`src/rtl/button_pulse_conditioner.sv`:
```
// Debounce and auto-repeat conditioner for the up/down current-select buttons.
// Each button produces one pulse on press, then repeat pulses while it is held.
module button_pulse_conditioner #(
   parameter int TMR_W           = 26,
   parameter int DEBOUNCE_CYCLES = 1_000_000,
   parameter int REPEAT_DELAY    = 50_000_000,
   parameter int REPEAT_RATE     = 10_000_000
) (
   input  logic clk,
   input  logic rst,
   input  logic btn_up_raw,
   input  logic btn_down_raw,
   input  logic en,
   output logic up_pulse,
   output logic down_pulse,
   output logic up_level,
   output logic down_level
);

   localparam logic [TMR_W-1:0] DB_LAST   = TMR_W'(DEBOUNCE_CYCLES - 1);
   localparam logic [TMR_W-1:0] RD_LAST   = TMR_W'((REPEAT_DELAY > 0) ? REPEAT_DELAY - 1 : 0);
   localparam logic [TMR_W-1:0] RR_LAST   = TMR_W'(REPEAT_RATE - 1);
   localparam bit               REPEAT_ON = (REPEAT_DELAY != 0);

   typedef enum logic [1:0] {IDLE, HOLD, REPEAT} rep_state_e;

   logic [1:0] raw_bus;
   logic [1:0] level_bus;
   logic [1:0] pulse_bus;
   logic       both_held;

   assign raw_bus   = {btn_down_raw, btn_up_raw};
   assign both_held = level_bus[0] & level_bus[1];

   // Index 0 is the up button, index 1 the down button.
   for (genvar b = 0; b < 2; b++) begin : g_btn
      logic             s1;
      logic             s2;
      logic             level;
      logic             pulse_q;
      logic             fire;
      logic [TMR_W-1:0] db_cnt;
      logic [TMR_W-1:0] rt;
      logic [TMR_W-1:0] rt_next;
      rep_state_e       state;
      rep_state_e       state_next;

      // A level change is accepted only after s2 disagrees with it for DEBOUNCE_CYCLES edges in a row.
      always_ff @(posedge clk or posedge rst) begin
         if (rst) begin
            s1     <= 1'b0;
            s2     <= 1'b0;
            level  <= 1'b0;
            db_cnt <= '0;
         end else begin
            s1 <= raw_bus[b];
            s2 <= s1;
            if (s2 == level) begin
               db_cnt <= '0;
            end else if (db_cnt == DB_LAST) begin
               level  <= s2;
               db_cnt <= '0;
            end else begin
               db_cnt <= db_cnt + TMR_W'(1);
            end
         end
      end

      always_ff @(posedge clk or posedge rst) begin
         if (rst) begin
            state   <= IDLE;
            rt      <= '0;
            pulse_q <= 1'b0;
         end else begin
            state   <= state_next;
            rt      <= rt_next;
            pulse_q <= fire & en & ~both_held;
         end
      end

      // Masked events still advance the schedule, so they are dropped rather than deferred.
      always_comb begin
         state_next = state;
         rt_next    = rt;
         fire       = 1'b0;
         case (state)
            IDLE: begin
               rt_next = '0;
               if (level) begin
                  fire       = 1'b1;
                  state_next = HOLD;
               end
            end
            HOLD: begin
               if (!level) begin
                  state_next = IDLE;
                  rt_next    = '0;
               end else if (REPEAT_ON) begin
                  if (rt == RD_LAST) begin
                     fire       = 1'b1;
                     rt_next    = '0;
                     state_next = REPEAT;
                  end else begin
                     rt_next = rt + TMR_W'(1);
                  end
               end
            end
            REPEAT: begin
               if (!level) begin
                  state_next = IDLE;
                  rt_next    = '0;
               end else if (rt == RR_LAST) begin
                  fire    = 1'b1;
                  rt_next = '0;
               end else begin
                  rt_next = rt + TMR_W'(1);
               end
            end
            default: begin
               state_next = IDLE;
               rt_next    = '0;
            end
         endcase
      end

      assign level_bus[b] = level;
      assign pulse_bus[b] = pulse_q;
   end

   assign up_pulse   = pulse_bus[0];
   assign down_pulse = pulse_bus[1];
   assign up_level   = level_bus[0];
   assign down_level = level_bus[1];

endmodule

```
`config.mk`:
```
export PLATFORM = sky130hd
export DESIGN_NAME = button_pulse_conditioner
export DESIGN_NICKNAME = d
export VERILOG_FILES = /design/src/rtl/button_pulse_conditioner.sv
export SDC_FILE = /design/constraint.sdc
export NUM_CORES = 1
export LEC_CHECK = 0
export BUFFER_PORTS_ARGS = -buffer_cell sky130_fd_sc_hd__buf_2
export CORE_MARGIN = 1.5
export CORE_UTILIZATION = 40
export DETAILED_ROUTE_END_ITERATION = 8
export SYNTH_ARGS = -nofsm -noshare
export SYNTH_HDL_FRONTEND = slang
export SYNTH_SLANG_ARGS = --single-unit
```
`constraint.sdc`:
```
create_clock -name clk -period 5.1 [get_ports clk]
set_input_delay 0 -clock clk [delete_from_list [all_inputs] [get_ports clk]]
set_output_delay 0 -clock clk [all_outputs]
set_load 0.01 [all_outputs]
```
==> results.sh <==
export IMPL_status="finished, final reports clean"
export IMPL_ys_seq_area_share_pct=49.8
export IMPL_fin_skew_ns=0.0105
export IMPL_fin_nets=629
export IMPL_rsz0062_at_grt="no"
export IMPL_end_kind="flop"
export IMPL_cts_setup_buffers=0
export IMPL_cp_top_family="simple AND/OR/NAND/NOR gates"
export IMPL_clk_latency_ns=0.42
export IMPL_grt_max_degree=60
export IMPL_area_delta_synth_final_pct=13.1
export IMPL_synth_warning_count=0
export IMPL_ir_worst_vdd_mv=0.226
export IMPL_ios=9
export IMPL_rows=43
export IMPL_start_util_pct=41.5
export IMPL_top_layer="met4"
export IMPL_synthFlopType="dfrtp_1"
export IMPL_finalMaxSlewViolations=0
export IMPL_postSynth_asyncResetShare_pct=100
export IMPL_overflow=0
export IMPL_cp_buffers_inverters=0
export IMPL_min_period_ns=2.61
export IMPL_avgViaCountPerCell=5.29
export IMPL_finalHoldViolCount=0
export IMPL_path_cells="or4b_2 -> nor4_1 -> o22a_1 -> nor2_1"
export IMPL_cp_start_kind="flop"
export IMPL_wl_per_cell_um=13.8
export IMPL_avgSynthCellArea_sq_um=9.72
export IMPL_grt_util_all_layers_pct=16.5
export IMPL_setup_worst_path_class="flop to flop"
export IMPL_cts_max_level=4
export IMPL_hold_slack_ns=0.00506
export IMPL_layout_commonest_cell="nor2_1"
export IMPL_yosys_cell_types_count=41
export IMPL_final_layout_size_suffix_gt1_share_pct=7.38
export IMPL_postRouteAntennaNets=0
export IMPL_max_cap_violations=0
export IMPL_cts_tree="done"
export IMPL_wl_met3_um=282
export IMPL_required_ns=5.36
export IMPL_root_buffer="clkbuf_16"
export IMPL_hpwl_mm=7.31
export IMPL_dr_pass1_iters=5
export IMPL_worstMarginPinSlew_ns=1.14
export IMPL_diodes=0
export IMPL_clock_sinks=116
export IMPL_netlist_area_sq_um=5820
export IMPL_die_y_um=124
export IMPL_first_iter_violations=305
export IMPL_arrival_ns=2.86
export IMPL_clk_path_buf_depth=2
export IMPL_drc=0
export IMPL_grt_pass1_wl_mm=19.8
export IMPL_cts_clk_slew_worst_paths_ns=0.05
export IMPL_critPathMaxStageDelay_ns=0.79
export IMPL_die_area_sq_um=15300
export IMPL_ys_seq_elements=116
export IMPL_period_share_pct=51.1
export IMPL_max_freq_ghz=0.384
export IMPL_syn_instance_count=599
export IMPL_setup_violations=0
export IMPL_wl_met2_mm=5.19
export IMPL_vias=4245
export IMPL_drt_met1_wl_mm=5.33
export IMPL_hold_class="input port to flop"
export IMPL_wl_mm=11.1
export IMPL_grt_antenna_before_repair=0
export IMPL_synth_edf_count=0
export IMPL_final_cell_mix="nor2_1, dfrtp_1, xor2_1"
export IMPL_grt_pass1_vias=4322
export IMPL_io_buffers=8
export IMPL_gp_congestion=0.771
export IMPL_synth_nets=616
export IMPL_p_leak_nw=2.70
export IMPL_coreArea_sq_um=14000
export IMPL_crit_slowest_cell="o22a_1"
export IMPL_cp_max_fo=26
export IMPL_cts_buffers=17
export IMPL_setup_tns_final_ns=0
export IMPL_pwr_density_cell_nw_per_um2=313
export IMPL_slew_limit_headroom_pct=23.1
export IMPL_dieWidth_um=124
## stage by stage
step | power [mW] | util (%) | setup WS (ns) | cells | area [sq um]
after floorplan | 0.974 | - | 2.03 | 599 | 5820
after global placement | 0.983 | 42.8 | 2.59 | 770 | 6010
after detailed placement | 0.985 | 42.8 | 2.49 | 770 | 6010
after CTS | 2.09 | 46.9 | 2.49 | 803 | 6590
after global routing | 2.14 | 46.9 | 2.27 | 803 | 6590
final | 2.06 | 46.9 | 2.49 | 803 | 6590
## cell type report
class                           instances  area, sq um
Fill cell                            1292         7450
Sequential cell                       116         2900
Multi-Input combinational cell        453         2790
Clock buffer                           25          495
Tap cell                              180          225
Timing Repair Buffer                   12         77.6
Clock inverter                          5         50.0
Inverter                               12         47.5
## Yosys cell counts (5+ instances only)
| cell | instances | area (sq um) |
|---|---|---|
| dfrtp_1 | 116 | 2900 |
| o21ai_0 | 8 | 40.0 |
| xor2_1 | 66 | 578 |
| xnor2_1 | 28 | 245 |
| inv_1 | 12 | 45.0 |
| nand3_1 | 47 | 235 |
| ha_1 | 12 | 150 |
| nor4_1 | 13 | 81.3 |
| nor3_1 | 9 | 45.0 |
| clkbuf_1 | 13 | 48.8 |
| or3_1 | 5 | 31.3 |
| nor2_1 | 119 | 447 |
| a21oi_1 | 5 | 25.0 |
| and4_1 | 11 | 96.3 |
| nand2_1 | 40 | 150 |
| and3_1 | 18 | 113 |
| nand4_1 | 35 | 219 |
## registers in the layout, indices dropped and copies added (netlist names)
signal	count
g_btn.s1	2
g_btn.rt	52
g_btn.state	4
down_pulse	1
down_level	1
g_btn.db_cnt	52
up_level	1
g_btn.s2	2
up_pulse	1
## worst paths after layout
| path | from | to | slack [ns] | cells past startpoint |
|---|---|---|---|---|
| max in group asynchronous | rst | g_btn[1].rt[16] | 3.66 | 4 |
| min in group asynchronous | rst | g_btn[0].rt[18] | 0.25 | 3 |
| hold reg to reg | g_btn[0].s1 | g_btn[0].s2 | 0.35 | 0 |
| hold / removal | en | up_pulse | 0.005 | 4 |
| setup / recovery | g_btn[0].rt[17] | g_btn[0].rt[17] | 2.49 | 4 |
| setup reg to reg | g_btn[0].rt[17] | g_btn[0].rt[17] | 2.49 | 4 |
## routing by layer
layer | global-route usage (%) | vias to the layer above
li1 | - | 2103
met1 | 21.7 | 2081
met2 | 25.4 | 45
met3 | 3.80 | 16
met4 | 8.26 | 0
met5 | 0 | -
## power by group
group / internal (mW) / total [mW] / switching (mW)
combinational: 0.00824 / 0.0363 / 0.0280
sequential: 0.928 / 0.933 / 0.00523
clock: 0.710 / 1.09 / 0.383
## timing repair
| action | 4_1_cts | 5_1_grt |
|---|---|---|
| hold endpoints to repair | 59 | 0 |
| endpoints found under the setup margin | 0 | 0 |
| hold buffers | 3 | 0 |
| gates resized for setup | 0 | 0 |
## worst reg2reg max path, cell delays in order, from the launching register on
cell and delay [ns]:
dfrtp_1 0.46, or4b_2 0.69, nor4_1 0.37, o22a_1 0.79, nor2_1 0.13
## cells by family after synthesis
logic type,Yosys count,share of synthesized area [%]
flops,116,49.8
mux,2,0.387
xor+xnor,94,14.1
simple gates,319,27.6
buf+inv,30,2.26
compound gates,26,3.20
fa+ha+maj,12,2.58
Note: power is estimated with default switching activity, not from simulation.
